File: src/rtl/cnt_seq_pkg.sv
// cnt_seq_pkg: shared types and helpers for the counter sequencing controller.
package cnt_seq_pkg;

    localparam int MOD_W = 5;

    typedef enum logic [1:0] {
        MOD_SEL_8      = 2'b00,
        MOD_SEL_10     = 2'b01,
        MOD_SEL_16     = 2'b10,
        MOD_SEL_16_ALT = 2'b11
    } mod_sel_e;

    typedef enum logic [1:0] {
        S_IDLE = 2'd0,
        S_RUN  = 2'd1,
        S_PEND = 2'd2
    } state_e;

    function automatic logic [MOD_W-1:0] mod_value(input mod_sel_e sel);
        case (sel)
            MOD_SEL_8:  return MOD_W'(8);
            MOD_SEL_10: return MOD_W'(10);
            default:    return MOD_W'(16);
        endcase
    endfunction

    // Keep a loaded value inside the range the counter can actually hold.
    function automatic logic [3:0] clamp_load(input logic [3:0] data, input logic [MOD_W-1:0] modv);
        if (modv == MOD_W'(8))
            return data & 4'd7;
        else if (modv == MOD_W'(10))
            return (data > 4'd9) ? 4'd9 : data;
        else
            return data;
    endfunction

endpackage

File: src/rtl/btn_debounce.sv
// btn_debounce: accepts a new level only after it has been stable for DB_CYCLES
// synced cycles; press pulses for one cycle when the debounced level rises.
module btn_debounce #(
    parameter int DB_CYCLES = 16
) (
    input  logic clock,
    input  logic reset,
    input  logic din,
    output logic level,
    output logic press
);
    localparam int CW = $clog2(DB_CYCLES + 1);

    logic [CW-1:0] cnt_q, cnt_d;
    logic          level_q, level_d;
    logic          press_q, press_d;

    // The counter only runs while the input disagrees with the accepted level.
    always_comb begin
        cnt_d   = '0;
        level_d = level_q;
        if (din != level_q) begin
            if (cnt_q == CW'(DB_CYCLES - 1))
                level_d = din;
            else
                cnt_d = cnt_q + CW'(1);
        end
        press_d = level_d & ~level_q;
    end

    always_ff @(posedge clock) begin
        if (reset) begin
            cnt_q   <= '0;
            level_q <= 1'b0;
            press_q <= 1'b0;
        end else begin
            cnt_q   <= cnt_d;
            level_q <= level_d;
            press_q <= press_d;
        end
    end

    assign level = level_q;
    assign press = press_q;

endmodule

File: src/rtl/cnt_seq_ctrl.sv
// cnt_seq_ctrl: board-side sequencing controller for the mod 8/10/16 counter.
// Define CNT_SEQ_CTRL_STEP_EN to enable the single-step button (btn_pin[1]) while idle.
module cnt_seq_ctrl
    import cnt_seq_pkg::*;
#(
    parameter int TICK_DIV  = 100,
    parameter int DB_CYCLES = 16,
    parameter int DW        = 4
) (
    input  logic             sys_clk_in,
    input  logic             sys_rst,
    input  logic [7:0]       sw_pin,
    input  logic [4:0]       btn_pin,
    output logic             cnt_tick,
    output logic             cnt_dir,
    output logic [MOD_W-1:0] cnt_mod,
    output logic             cnt_load,
    output logic [DW-1:0]    cnt_load_data,
    output logic             cnt_clr,
    output logic             cfg_busy
);
    localparam int PW = (TICK_DIV > 1) ? $clog2(TICK_DIV) : 1;

    logic [7:0]       sw_meta_q, sw_sync_q;
    logic [4:0]       btn_meta_q, btn_sync_q;
    logic [PW-1:0]    presc_q, presc_d;
    state_e           state_q, state_d;
    logic [MOD_W-1:0] mod_q, mod_d, shadow_mod_q, shadow_mod_d, sw_mod;
    logic             dir_q, dir_d, shadow_dir_q, shadow_dir_d;
    logic             tick_q, tick_d, load_q, load_d, clr_q, clr_d;
    logic [DW-1:0]    load_data_q, load_data_d;
    logic             en, wrap, run_tick, step_tick;
    logic             clr_press, load_press, step_press;
    logic             clr_level_unused, load_level_unused, unused_btn;

    btn_debounce #(.DB_CYCLES(DB_CYCLES)) u_db_clr (
        .clock(sys_clk_in), .reset(sys_rst), .din(btn_sync_q[0]),
        .level(clr_level_unused), .press(clr_press)
    );

    btn_debounce #(.DB_CYCLES(DB_CYCLES)) u_db_load (
        .clock(sys_clk_in), .reset(sys_rst), .din(btn_sync_q[3]),
        .level(load_level_unused), .press(load_press)
    );

`ifdef CNT_SEQ_CTRL_STEP_EN
    logic step_level_unused;
    btn_debounce #(.DB_CYCLES(DB_CYCLES)) u_db_step (
        .clock(sys_clk_in), .reset(sys_rst), .din(btn_sync_q[1]),
        .level(step_level_unused), .press(step_press)
    );
    assign unused_btn = ^{btn_sync_q[4], btn_sync_q[2]};
`else
    assign step_press = 1'b0;
    assign unused_btn = ^{btn_sync_q[4], btn_sync_q[2], btn_sync_q[1]};
`endif

    // Config is only ever adopted in IDLE or at a step boundary, so the counter never
    // sees a modulus change in the middle of a count period.
    always_comb begin
        en           = sw_sync_q[7];
        sw_mod       = mod_value(mod_sel_e'(sw_sync_q[5:4]));
        wrap         = (presc_q == PW'(TICK_DIV - 1));
        presc_d      = (en && !wrap) ? presc_q + PW'(1) : '0;
        state_d      = state_q;
        mod_d        = mod_q;
        dir_d        = dir_q;
        shadow_mod_d = shadow_mod_q;
        shadow_dir_d = shadow_dir_q;
        run_tick     = 1'b0;
        case (state_q)
            S_IDLE: begin
                mod_d = sw_mod;
                dir_d = sw_sync_q[6];
                if (en) state_d = S_RUN;
            end
            S_RUN: begin
                shadow_mod_d = sw_mod;
                shadow_dir_d = sw_sync_q[6];
                if (!en) begin
                    state_d = S_IDLE;
                end else begin
                    run_tick = wrap;
                    if (sw_mod != mod_q || sw_sync_q[6] != dir_q) state_d = S_PEND;
                end
            end
            S_PEND: begin
                shadow_mod_d = sw_mod;
                shadow_dir_d = sw_sync_q[6];
                if (!en) begin
                    state_d = S_IDLE;
                end else if (wrap) begin
                    mod_d   = shadow_mod_q;
                    dir_d   = shadow_dir_q;
                    state_d = S_RUN;
                end
            end
            default: state_d = S_IDLE;
        endcase

        // Shrinking the modulus could strand the count out of range, so clear it.
        step_tick   = step_press && (state_q == S_IDLE);
        clr_d       = clr_press | (mod_d < mod_q);
        load_d      = load_press & ~clr_d;
        tick_d      = (run_tick | step_tick) & ~clr_d & ~load_d;
        load_data_d = load_d ? DW'(clamp_load(sw_sync_q[3:0], mod_q)) : load_data_q;
    end

    always_ff @(posedge sys_clk_in) begin
        if (sys_rst) begin
            sw_meta_q    <= '0;
            sw_sync_q    <= '0;
            btn_meta_q   <= '0;
            btn_sync_q   <= '0;
            presc_q      <= '0;
            state_q      <= S_IDLE;
            mod_q        <= MOD_W'(8);
            dir_q        <= 1'b1;
            shadow_mod_q <= MOD_W'(8);
            shadow_dir_q <= 1'b1;
            tick_q       <= 1'b0;
            load_q       <= 1'b0;
            clr_q        <= 1'b0;
            load_data_q  <= '0;
        end else begin
            sw_meta_q    <= sw_pin;
            sw_sync_q    <= sw_meta_q;
            btn_meta_q   <= btn_pin;
            btn_sync_q   <= btn_meta_q;
            presc_q      <= presc_d;
            state_q      <= state_d;
            mod_q        <= mod_d;
            dir_q        <= dir_d;
            shadow_mod_q <= shadow_mod_d;
            shadow_dir_q <= shadow_dir_d;
            tick_q       <= tick_d;
            load_q       <= load_d;
            clr_q        <= clr_d;
            load_data_q  <= load_data_d;
        end
    end

    assign cnt_tick      = tick_q;
    assign cnt_dir       = dir_q;
    assign cnt_mod       = mod_q;
    assign cnt_load      = load_q;
    assign cnt_load_data = load_data_q;
    assign cnt_clr       = clr_q;
    assign cfg_busy      = (state_q == S_PEND);

endmodule

File: config.mk
export PLATFORM = sky130hd
export DESIGN_NAME = cnt_seq_ctrl
export DESIGN_NICKNAME = d
export VERILOG_FILES = /design/src/rtl/cnt_seq_pkg.sv /design/src/rtl/btn_debounce.sv /design/src/rtl/cnt_seq_ctrl.sv
export SDC_FILE = /design/constraint.sdc
export NUM_CORES = 1
export LEC_CHECK = 0
export ABC_AREA = 1
export BUFFER_PORTS_ARGS = -buffer_cell sky130_fd_sc_hd__buf_2
export CORE_UTILIZATION = 64
export CTS_BUF_LIST = sky130_fd_sc_hd__clkbuf_4 sky130_fd_sc_hd__clkbuf_8
export CTS_CLUSTER_DIAMETER = 100
export CTS_CLUSTER_SIZE = 20
export DETAILED_ROUTE_END_ITERATION = 16
export GPL_TIMING_DRIVEN = 1
export PLACE_DENSITY = 0.9
export SLEW_MARGIN = 10
export SYNTH_ARGS = -nofsm -noshare
export SYNTH_HDL_FRONTEND = slang
export SYNTH_SLANG_ARGS = --single-unit
File: constraint.sdc
create_clock -name sys_clk_in -period 5.46 [get_ports sys_clk_in]
set_input_delay 0 -clock sys_clk_in [delete_from_list [all_inputs] [get_ports sys_clk_in]]
set_output_delay 0 -clock sys_clk_in [all_outputs]
set_load 0.02 [all_outputs]
==> flow_summary.html, run 1 <==
<table>
<tr><th>Metric</th><th>Value</th></tr>
<tr><th colspan="2">CTS</th></tr>
<tr><td>Clock latency reported for the late side of the worst-skew pair</td><td>340 ps</td></tr>
<tr><td>Clk pin slew, worst setup/hold paths</td><td>roughly 60 ps</td></tr>
<tr><td>TritonCTS clock tree</td><td>done</td></tr>
<tr><td>Number of buffers added by the clock tree synthesis step</td><td>9</td></tr>
<tr><td>Root buffer cell</td><td>sky130_fd_sc_hd__clkbuf_8</td></tr>
<tr><td>Deepest clock path buffer count</td><td>2</td></tr>
<tr><td>CTS H-tree lvls</td><td>3</td></tr>
<tr><td>Sinks on the clock net</td><td>60</td></tr>
<tr><th colspan="2">Final layout</th></tr>
<tr><td>Filler cells</td><td>241</td></tr>
<tr><td>Final net count</td><td>378</td></tr>
<tr><td>P&amp;R area growth vs syn</td><td>17.3%</td></tr>
<tr><td>Area of combinational cells with multiple inputs</td><td>1010 sq um</td></tr>
<tr><td>Sequential cell area in the final layout</td><td>1200 sq um</td></tr>
<tr><td>Fraction of layout instances using a drive strength above 1</td><td>0.153</td></tr>
<tr><td>Core occupancy in the finished layout</td><td>0.789</td></tr>
<tr><td>Antenna cells</td><td>0</td></tr>
<tr><th colspan="2">Timing</th></tr>
<tr><td>Setup slack of the critical path after layout</td><td>3140 ps</td></tr>
<tr><td>Share of the clock period used by the worst path after layout</td><td>0.425</td></tr>
<tr><td>Final hold violations</td><td>0</td></tr>
<tr><td>Max transition margin</td><td>0.648</td></tr>
<tr><td>Slew at the pin closest to its max-slew limit</td><td>around 530 ps</td></tr>
<tr><td>Setup TNS</td><td>0 ps</td></tr>
<tr><td>Achievable Freq</td><td>about 430 MHz</td></tr>
<tr><td>Fin Clk Skew</td><td>4.74 ps</td></tr>
<tr><td>Minimum hold slack</td><td>116 ps</td></tr>
<tr><td>Final setup vio count</td><td>0</td></tr>
<tr><td>Crit path time final</td><td>2320 ps</td></tr>
<tr><td>Final-report max-slew violation count</td><td>0</td></tr>
<tr><td>RSZ-0062 raised after global routing</td><td>false</td></tr>
<tr><th colspan="2">Synth</th></tr>
<tr><td>Synth Area in Compound Gates</td><td>0.0880</td></tr>
<tr><td>Area share of and/or/nand/nor cells after synthesis</td><td>0.251</td></tr>
<tr><td>Count of unique library cells instantiated by Yosys</td><td>34</td></tr>
<tr><td>Leading register cell type out of synthesis</td><td>sky130_fd_sc_hd__dfxtp_1</td></tr>
<tr><td>Proportion of register bits with asynchronous set or reset after synthesis</td><td>0</td></tr>
<tr><td>Register bit count reported by yosys</td><td>60</td></tr>
<tr><td>Dominant cells by area after synthesis</td><td>sky130_fd_sc_hd__dfxtp_1, sky130_fd_sc_hd__inv_1, sky130_fd_sc_hd__nor2_1</td></tr>
<tr><td>Net count after synthesis</td><td>336</td></tr>
<tr><td>Post-Synth Adder-Cell Area</td><td>0.0661</td></tr>
<tr><td>Post-Syn Area per Cell</td><td>7.99 sq um</td></tr>
<tr><td>Top post-synthesis cells by count</td><td>sky130_fd_sc_hd__dfxtp_1, sky130_fd_sc_hd__inv_1, sky130_fd_sc_hd__nor2_1</td></tr>
<tr><td>EDFF count, synth</td><td>0</td></tr>
<tr><td>Cell type contributing the most total cell area after synthesis</td><td>sky130_fd_sc_hd__dfxtp_1</td></tr>
<tr><td>Share of the yosys chip area belonging to registers</td><td>0.488</td></tr>
<tr><td>Post-synthesis instance area</td><td>2460 sq um</td></tr>
<tr><td>Proportion of synthesized area in mux cells</td><td>0</td></tr>
<tr><td>Fraction of synthesized cell area taken by the top area cell type</td><td>0.488</td></tr>
<tr><td>Number of standard cells after synthesis</td><td>308</td></tr>
<tr><td>Dominant cell by count in the synthesized netlist</td><td>sky130_fd_sc_hd__dfxtp_1</td></tr>
<tr><td>Area share of xor/xnor cells in the synthesized design</td><td>0.00712</td></tr>
<tr><td>Count of synthesis-stage warnings from yosys</td><td>0</td></tr>
<tr><td>Main combinational cell family by area after synthesis</td><td>simple AND/OR/NAND/NOR gates</td></tr>
<tr><th colspan="2">Job</th></tr>
<tr><td>Number of violations of the max-capacitance limit</td><td>0</td></tr>
<tr><th colspan="2">Global route</th></tr>
<tr><td>Vias in the first global route</td><td>1856</td></tr>
<tr><td>Global-route wire length before repair</td><td>7820 um</td></tr>
<tr><td>Overflow left after global routing</td><td>0</td></tr>
<tr><td>Maximum number of pins on one net before global-route repair</td><td>32</td></tr>
<tr><td>Global-route usage over all layers</td><td>0.257</td></tr>
<tr><td>Antenna violations before repair</td><td>0</td></tr>
<tr><th colspan="2">Detailed routing</th></tr>
<tr><td>Detailed router's first-iteration violation count</td><td>around 150</td></tr>
<tr><td>DR WL/cell</td><td>11.6 um</td></tr>
<tr><td>Total vias in the final route</td><td>2021</td></tr>
<tr><td>Number of nets still failing antenna checks after routing</td><td>0</td></tr>
<tr><td>DR pass1 iterations</td><td>5</td></tr>
<tr><td>Vias per Instance</td><td>5.04</td></tr>
<tr><td>Drt drc</td><td>0</td></tr>
<tr><td>Total routed wirelength</td><td>4650 um</td></tr>
<tr><th colspan="2">Floorplanning</th></tr>
<tr><td>IO Pins</td><td>29</td></tr>
<tr><td>DIE HEIGHT</td><td>64.0 um</td></tr>
<tr><td>DIE AREA</td><td>4100 sq um</td></tr>
<tr><td>Site Rows</td><td>22</td></tr>
<tr><td>Starting Density</td><td>0.672</td></tr>
<tr><td>Die X-Extent</td><td>64.0 um</td></tr>
<tr><td>Floorplan core area</td><td>3660 sq um</td></tr>
<tr><th colspan="2">Critical path</th></tr>
<tr><td>Slowest cell delay on critical path</td><td>370 ps</td></tr>
<tr><td>Series of cell instances along the critical path</td><td>inv_1, ha_1, inv_1, nand2_1, nand2_4, inv_1, nand2_1, nand3_1, ha_1, nand2_1, o21a_1, nand2_4, nand4_2, o21ai_1</td></tr>
<tr><td>First element of the critical path</td><td>state_q[0]$_SDFFE_PP0P_</td></tr>
<tr><td>Critical path launch point type</td><td>register</td></tr>
<tr><td>Endpoint type of the worst setup path</td><td>register</td></tr>
<tr><td>Maximum net fanout on the critical path</td><td>7</td></tr>
<tr><td>Worst setup path category</td><td>reg2reg</td></tr>
<tr><td>Required time at the worst-slack endpoint</td><td>5730 ps</td></tr>
<tr><td>Highest-delay cell along the critical path</td><td>sky130_fd_sc_hd__dfxtp_1</td></tr>
<tr><td>R2R Path Start</td><td>state_q[0]$_SDFFE_PP0P_</td></tr>
<tr><td>Data arrival, critical path</td><td>2590 ps</td></tr>
<tr><th colspan="2">Hold path</th></tr>
<tr><td>Hold_sp</td><td>sys_rst</td></tr>
<tr><td>Worst hold-check path type</td><td>in2reg</td></tr>
<tr><th colspan="2">Placement</th></tr>
<tr><td>Worst setup timing slack at the placement stage</td><td>3160 ps</td></tr>
<tr><td># port buffers</td><td>25</td></tr>
<tr><td>Final Wtd Congestion</td><td>0.856</td></tr>
<tr><td>Detailed placement HPWL</td><td>about 3000 um</td></tr>
<tr><th colspan="2">Power and ir drop</th></tr>
<tr><td>Static Leak</td><td>1.30 nW</td></tr>
<tr><td>Cell Pwr Density</td><td>401 nW/um^2</td></tr>
<tr><td>Peak supply drop</td><td>246 uV</td></tr>
<tr><th colspan="2">Run status</th></tr>
<tr><td>Status</td><td>finished clean</td></tr>
</table>
[cell usage in the layout, fill, tap and decap left out]
cell type	n
sky130_fd_sc_hd__nand2_4	2
sky130_fd_sc_hd__dfxtp_1	60
sky130_fd_sc_hd__nor2_2	2
sky130_fd_sc_hd__nand2_2	4
sky130_fd_sc_hd__xnor2_1	1
sky130_fd_sc_hd__nor2_1	50
sky130_fd_sc_hd__clkbuf_4	1
sky130_fd_sc_hd__ha_1	13
sky130_fd_sc_hd__nand3b_1	1
sky130_fd_sc_hd__xor2_1	1
sky130_fd_sc_hd__o211ai_1	4
sky130_fd_sc_hd__o21bai_1	2
sky130_fd_sc_hd__nand4_2	2
sky130_fd_sc_hd__nor3b_1	3
sky130_fd_sc_hd__a31oi_1	2
sky130_fd_sc_hd__o21a_1	1
sky130_fd_sc_hd__o21ai_0	7
sky130_fd_sc_hd__nand2_1	42
sky130_fd_sc_hd__buf_2	25
sky130_fd_sc_hd__inv_2	1
sky130_fd_sc_hd__o221ai_1	1
sky130_fd_sc_hd__nand4_1	2
sky130_fd_sc_hd__dlygate4sd3_1	10
sky130_fd_sc_hd__a21oi_1	15
sky130_fd_sc_hd__clkbuf_8	10
sky130_fd_sc_hd__nand3_1	15
sky130_fd_sc_hd__nand3_4	1
sky130_fd_sc_hd__inv_1	58
sky130_fd_sc_hd__nor3_2	1
sky130_fd_sc_hd__nor3_1	4
sky130_fd_sc_hd__clkinv_2	4
sky130_fd_sc_hd__nand3_2	1
sky130_fd_sc_hd__nor4_1	1
sky130_fd_sc_hd__o21ai_1	2
sky130_fd_sc_hd__a211oi_1	3
sky130_fd_sc_hd__or2_1	1
[sequential cells by signal, summed over array words and instances, names as in the netlist, 3 cells and up]
| register | cells |
|---|---|
| u_db_clr.cnt_q | 5 |
| sw_meta_q | 8 |
| u_db_load.cnt_q | 5 |
| shadow_mod_q | 3 |
| presc_q | 7 |
| cnt_load_data | 4 |
| sw_sync_q | 8 |
| cnt_mod | 5 |
[routing by layer]
layer,vias up,share of wire,wire length (um),global-route usage
met5,-,0,0,0
met4,0,0.022,100,0.145
met3,14,0.059,275,0.0714
met2,75,0.48,2220,0.423
met1,883,0.44,2050,0.299
li1,1049,-,-,-
[per-stage QoR]
step           power, mW  instances  cell area, sq um
3_5_place_dp       0.820        377              2630
2_1_floorplan      0.753        308              2460
3_3_place_gp       0.808        377              2630
5_1_grt             1.23        401              2890
4_1_cts             1.16        401              2890
6_report            1.16        401              2890
[path summary, 6_finish.rpt]
path | slack [ps] | cells past startpoint | endpoint
setup / recovery | 3140 | 14 | cnt_load_data[2]$_SDFFE_PP0P_
hold reg to reg | 400 | 2 | sw_sync_q[5]$_SDFF_PP0_
setup reg to reg | 3140 | 14 | cnt_load_data[2]$_SDFFE_PP0P_
hold / removal | 120 | 2 | btn_meta_q[0]$_SDFF_PP0_
[critical path: cells and delay by family (launching register included)]
| kind | cells | cell delay (ps) |
|---|---|---|
| AOI/OAI and AO/OA | 2 | 370 |
| buffers and inverters | 3 | 290 |
| DFF | 1 | 370 |
| adders and majority gates | 2 | 530 |
| and+or+nand+nor | 7 | 660 |
[area by class of cell]
| type | instances | area share |
|---|---|---|
| multi-input cells | 184 | 0.351 |
| flip-flops and latches | 60 | 0.416 |
| inverters | 60 | 0.0784 |
| repair buffers | 35 | 0.0780 |
| well taps | 48 | 0.0208 |
| clock buffers | 11 | 0.0503 |
| clock inverters | 3 | 0.00520 |
[power by group]
group          internal (mW)  switching (mW)
clock network          0.174           0.159
registers              0.472          0.0219
logic                  0.116           0.216
total                  0.762           0.397
[cells by family (layout without fill, tap and decap cells)]
| group | after synthesis | count (layout) |
|---|---|---|
| AO/OA/AOI/OAI | 37 | 37 |
| XOR/XNOR | 2 | 2 |
| adder cells (fa/ha/maj) | 13 | 13 |
| buffers and inverters | 64 | 109 |
| flip-flops | 60 | 60 |
| AND/OR/NAND/NOR | 132 | 132 |
[timing repair]
item / 4_1_cts / 5_1_grt
setup buffers: 0 / 0
gates resized for setup: 0 / 0
hold buffers: 10 / 0
endpoints found under the hold margin: 10 / 0
Note: power is estimated with default switching activity, not from simulation.
==> inputs of run 2 (changes only) <==
--- a/config.mk
+++ b/config.mk
@@ -7,13 +7,13 @@
 export LEC_CHECK = 0
 export ABC_AREA = 1
 export BUFFER_PORTS_ARGS = -buffer_cell sky130_fd_sc_hd__buf_2
-export CORE_UTILIZATION = 64
+export CORE_UTILIZATION = 60
 export CTS_BUF_LIST = sky130_fd_sc_hd__clkbuf_4 sky130_fd_sc_hd__clkbuf_8
 export CTS_CLUSTER_DIAMETER = 100
 export CTS_CLUSTER_SIZE = 20
 export DETAILED_ROUTE_END_ITERATION = 16
 export GPL_TIMING_DRIVEN = 1
-export PLACE_DENSITY = 0.9
+export PLACE_DENSITY = 0.86
 export SLEW_MARGIN = 10
 export SYNTH_ARGS = -nofsm -noshare
 export SYNTH_HDL_FRONTEND = slang
==> constraint.sdc (replaced) <==
create_clock -name sys_clk_in -period 2.2 [get_ports sys_clk_in]
set_input_delay 0 -clock sys_clk_in [delete_from_list [all_inputs] [get_ports sys_clk_in]]
set_output_delay 0 -clock sys_clk_in [all_outputs]
set_load 0.02 [all_outputs]
==> run 2 against run 1 <==
  * The flow now finishes with violations (negative setup slack)
  * Worst hold slack improved by 8.9 ps
  * Setup slack got worse by 3200 ps
  * Clock skew rose by 1.9 ps
  * Sequential power rose to 2.5 times the previous value
  * Design area rose by 11%
  * Largest cell class unchanged
  * Sequential share of layout area fell by 4.0 points
  * Register-to-register slack got worse by 3200 ps
  * Count of clock-buffer cells in the layout rose by 1
  * Routed wire length rose by 31%
  * Flip-flop and latch count did not move
  * Clock power rose to 3.3 times the previous value
  * Non-clock buffer count rose by 9
==> flow_summary.html, run 2 (synthesis results as in run 1) <==
<table>
<tr><th>Metric</th><th>Value</th></tr>
<tr><th colspan="2">CTS</th></tr>
<tr><td>Deepest clock path buffer count</td><td>2 (unchanged)</td></tr>
<tr><td>Clk pin slew, worst setup/hold paths</td><td>60 ps (about the same)</td></tr>
<tr><td>Root buffer cell</td><td>sky130_fd_sc_hd__clkbuf_8 (unchanged)</td></tr>
<tr><td>TritonCTS clock tree</td><td>done (unchanged)</td></tr>
<tr><td>Number of buffers added by the clock tree synthesis step</td><td>9 (unchanged)</td></tr>
<tr><td>Sinks on the clock net</td><td>60 (unchanged)</td></tr>
<tr><td>CTS H-tree lvls</td><td>3 (unchanged)</td></tr>
<tr><td>Clock latency reported for the late side of the worst-skew pair</td><td>340 ps (about the same)</td></tr>
<tr><th colspan="2">Floorplanning</th></tr>
<tr><td>Starting Density</td><td>0.648 (was 0.672)</td></tr>
<tr><td>DIE HEIGHT</td><td>66.0 um (was 64.0 um)</td></tr>
<tr><td>DIE AREA</td><td>4360 sq um (was 4100 sq um)</td></tr>
<tr><td>Site Rows</td><td>22 (unchanged)</td></tr>
<tr><td>Die X-Extent</td><td>66.0 um (was 64.0 um)</td></tr>
<tr><td>Floorplan core area</td><td>3800 sq um (was 3660 sq um)</td></tr>
<tr><td>IO Pins</td><td>29 (unchanged)</td></tr>
<tr><th colspan="2">Timing</th></tr>
<tr><td>Setup TNS</td><td>-105 ps (was 0 ps)</td></tr>
<tr><td>Final hold violations</td><td>0 (unchanged)</td></tr>
<tr><td>Achievable Freq</td><td>446 MHz (was 430 MHz)</td></tr>
<tr><td>Slew at the pin closest to its max-slew limit</td><td>571 ps (was 529 ps)</td></tr>
<tr><td>Crit path time final</td><td>2240 ps (was 2320 ps)</td></tr>
<tr><td>Max transition margin</td><td>0.619 (was 0.648)</td></tr>
<tr><td>Share of the clock period used by the worst path after layout</td><td>1.02 (was 0.425)</td></tr>
<tr><td>Final setup vio count</td><td>4 (was 0)</td></tr>
<tr><td>RSZ-0062 raised after global routing</td><td>true (was false)</td></tr>
<tr><td>Minimum hold slack</td><td>125 ps (was 116 ps)</td></tr>
<tr><td>Fin Clk Skew</td><td>6.60 ps (was 4.74 ps)</td></tr>
<tr><td>Setup slack of the critical path after layout</td><td>-40.5 ps (was 3140 ps)</td></tr>
<tr><td>Final-report max-slew violation count</td><td>0 (unchanged)</td></tr>
<tr><th colspan="2">Detailed routing</th></tr>
<tr><td>Number of nets still failing antenna checks after routing</td><td>0 (unchanged)</td></tr>
<tr><td>Drt drc</td><td>0 (unchanged)</td></tr>
<tr><td>Total routed wirelength</td><td>6100 um (was 4650 um)</td></tr>
<tr><td>Total vias in the final route</td><td>2171 (was 2021)</td></tr>
<tr><td>DR WL/cell</td><td>14.9 um (was 11.6 um)</td></tr>
<tr><td>Vias per Instance</td><td>5.30 (was 5.04)</td></tr>
<tr><td>DR pass1 iterations</td><td>5 (unchanged)</td></tr>
<tr><td>Detailed router's first-iteration violation count</td><td>215 (was 153)</td></tr>
<tr><th colspan="2">Final layout</th></tr>
<tr><td>Most common library cell in the layout ignoring fill and taps</td><td>sky130_fd_sc_hd__dfxtp_1 (unchanged)</td></tr>
<tr><td>Core occupancy in the finished layout</td><td>0.846 (was 0.789)</td></tr>
<tr><td>P&amp;R area growth vs syn</td><td>30.6% (was 17.3%)</td></tr>
<tr><td>Fraction of layout instances using a drive strength above 1</td><td>0.262 (was 0.153)</td></tr>
<tr><td>Commonest non-fill, non-tap cells in the layout</td><td>sky130_fd_sc_hd__dfxtp_1, sky130_fd_sc_hd__inv_1, sky130_fd_sc_hd__nor2_1, sky130_fd_sc_hd__nand2_1, sky130_fd_sc_hd__buf_2 (unchanged)</td></tr>
<tr><td>Final net count</td><td>387 (was 378)</td></tr>
<tr><td>Registers with the most flip-flops</td><td>sw_meta_q x8, sw_sync_q x8, presc_q x7 (unchanged)</td></tr>
<tr><td>Antenna cells</td><td>0 (unchanged)</td></tr>
<tr><td>Filler cells</td><td>204 (was 241)</td></tr>
<tr><th colspan="2">Placement</th></tr>
<tr><td># port buffers</td><td>25 (unchanged)</td></tr>
<tr><td>Worst setup timing slack at the placement stage</td><td>-66.0 ps (was 3160 ps)</td></tr>
<tr><td>Detailed placement HPWL</td><td>3060 um (was 2990 um)</td></tr>
<tr><td>Final Wtd Congestion</td><td>0.869 (was 0.856)</td></tr>
<tr><th colspan="2">Global route</th></tr>
<tr><td>Antenna violations before repair</td><td>0 (unchanged)</td></tr>
<tr><td>Global-route wire length before repair</td><td>7730 um (was 7820 um)</td></tr>
<tr><td>Global-route usage over all layers</td><td>0.242 (was 0.257)</td></tr>
<tr><td>Overflow left after global routing</td><td>0 (unchanged)</td></tr>
<tr><td>Vias in the first global route</td><td>1908 (was 1856)</td></tr>
<tr><td>Maximum number of pins on one net before global-route repair</td><td>32 (unchanged)</td></tr>
<tr><th colspan="2">Critical path</th></tr>
<tr><td>Slowest cell delay on critical path</td><td>370 ps (about the same)</td></tr>
<tr><td>Combined buffer and inverter count along the critical path</td><td>4 (was 3)</td></tr>
<tr><td>Highest-delay cell along the critical path</td><td>sky130_fd_sc_hd__dfxtp_4 (was sky130_fd_sc_hd__dfxtp_1)</td></tr>
<tr><td>Top Family by Delay on Critical Path</td><td>simple AND/OR/NAND/NOR gates (unchanged)</td></tr>
<tr><td>Cell mode on critical path</td><td>sky130_fd_sc_hd__nand2_4</td></tr>
<tr><td>Endpoint type of the worst setup path</td><td>register (unchanged)</td></tr>
<tr><td>Data arrival, critical path</td><td>2520 ps (was 2590 ps)</td></tr>
<tr><td>Maximum net fanout on the critical path</td><td>6 (was 7)</td></tr>
<tr><td>Required time at the worst-slack endpoint</td><td>2480 ps (was 5730 ps)</td></tr>
<tr><td>Critical path launch point type</td><td>register (unchanged)</td></tr>
<tr><td>Worst setup path category</td><td>reg2reg (unchanged)</td></tr>
<tr><td>Series of cell instances along the critical path</td><td>inv_4, ha_4, nand2_4, inv_4, nand3_4, inv_2, nand2_1, o221ai_4, ha_1, nand2_4, o21a_1, nand2_4, nand3_4, nand2_2, inv_2, nor2_1 (was inv_1, ha_1, inv_1, nand2_1, nand2_4, inv_1, nand2_1, nand3_1, ha_1, nand2_1, o21a_1, nand2_4, nand4_2, o21ai_1)</td></tr>
<tr><th colspan="2">Run status</th></tr>
<tr><td>Status</td><td>finished with violations (was finished clean)</td></tr>
<tr><td>Failing checks</td><td>negative setup slack</td></tr>
<tr><th colspan="2">Power and ir drop</th></tr>
<tr><td>Static Leak</td><td>1.42 nW (was 1.30 nW)</td></tr>
<tr><td>Peak supply drop</td><td>728 uV (was 246 uV)</td></tr>
<tr><td>Cell Pwr Density</td><td>1130 nW/um^2 (was 401 nW/um^2)</td></tr>
<tr><th colspan="2">Job</th></tr>
<tr><td>Number of violations of the max-capacitance limit</td><td>0 (unchanged)</td></tr>
<tr><th colspan="2">Hold path</th></tr>
<tr><td>Worst hold-check path type</td><td>in2reg (unchanged)</td></tr>
</table>
==> run 2: power by group <==
| group | switching (mW) | internal [mW] | total, mW |
|---|---|---|---|
| Clock | 0.408 | 0.682 | 1.09 |
| Combinational | 0.779 | 0.515 | 1.29 |
| Sequential | 0.0734 | 1.18 | 1.25 |
| Total | 1.26 | 2.38 | 3.64 |
==> run 2: path summary, 6_finish.rpt <==
| kind | from | end | slack [ps] | depth (start not counted) |
|---|---|---|---|---|
| hold reg to reg | sw_meta_q[4]$_SDFF_PP0_ | sw_sync_q[4]$_SDFF_PP0_ | 400 | 2 |
| hold / removal | sys_rst | btn_meta_q[3]$_SDFF_PP0_ | 130 | 2 |
| setup reg to reg | state_q[0]$_SDFFE_PP0P_ | cnt_load_data[0]$_SDFFE_PP0P_ | -40 | 16 |
| setup / recovery | state_q[0]$_SDFFE_PP0P_ | cnt_load_data[0]$_SDFFE_PP0P_ | -40 | 16 |
==> run 2: timing repair <==
item / 4_1_cts / 5_1_grt
gates cloned: 0 / 0
setup buffers: 1 / 6
endpoints found under the setup margin: 5 / 7
gates resized for setup: 11 / 37
hold buffers: 10 / 0
pin swaps: 6 / 18
endpoints found under the hold margin: 10 / 0
==> run 2: worst register-to-register path: stages (launching register included) <==
cell and delay (ps):
sky130_fd_sc_hd__dfxtp_4 370, sky130_fd_sc_hd__inv_4 50, sky130_fd_sc_hd__ha_4 170, sky130_fd_sc_hd__nand2_4 60
sky130_fd_sc_hd__inv_4 40, sky130_fd_sc_hd__nand3_4 90, sky130_fd_sc_hd__inv_2 60, sky130_fd_sc_hd__nand2_1 120
sky130_fd_sc_hd__o221ai_4 140, sky130_fd_sc_hd__ha_1 350, sky130_fd_sc_hd__nand2_4 60, sky130_fd_sc_hd__o21a_1 220
sky130_fd_sc_hd__nand2_4 130, sky130_fd_sc_hd__nand3_4 100, sky130_fd_sc_hd__nand2_2 90, sky130_fd_sc_hd__inv_2 40
sky130_fd_sc_hd__nor2_1 80
==> run 2: metal layers <==
layer  vias to the layer above  part of all wire  GRT usage  routed length [um]
li1                       1068                 -          -                   -
met4                         0             0.042      0.128                 254
met1                       950              0.38      0.272                2330
met3                        31             0.070     0.0862                 429
met2                       122              0.51      0.399                3090
met5                         -                 0          0                   0
==> run 2: final cells by class <==
cell class	count	area [sq um]	area share
clock buffer	12	153	0.0475
clock inverter	2	60.1	0.0187
inverter	60	233	0.0724
multi-input combinational	184	1190	0.370
sequential	60	1210	0.376
tap	48	60.1	0.0187
timing repair buffer	44	309	0.0962
==> run 2: through the flow <==
step,instances,total power [mW],instance area [sq um]
after floorplan,308,1.87,2460
after global placement,379,2.04,2650
after detailed placement,379,2.07,2650
after CTS,404,3.21,2990
after global routing,410,3.80,3210
final,410,3.64,3210
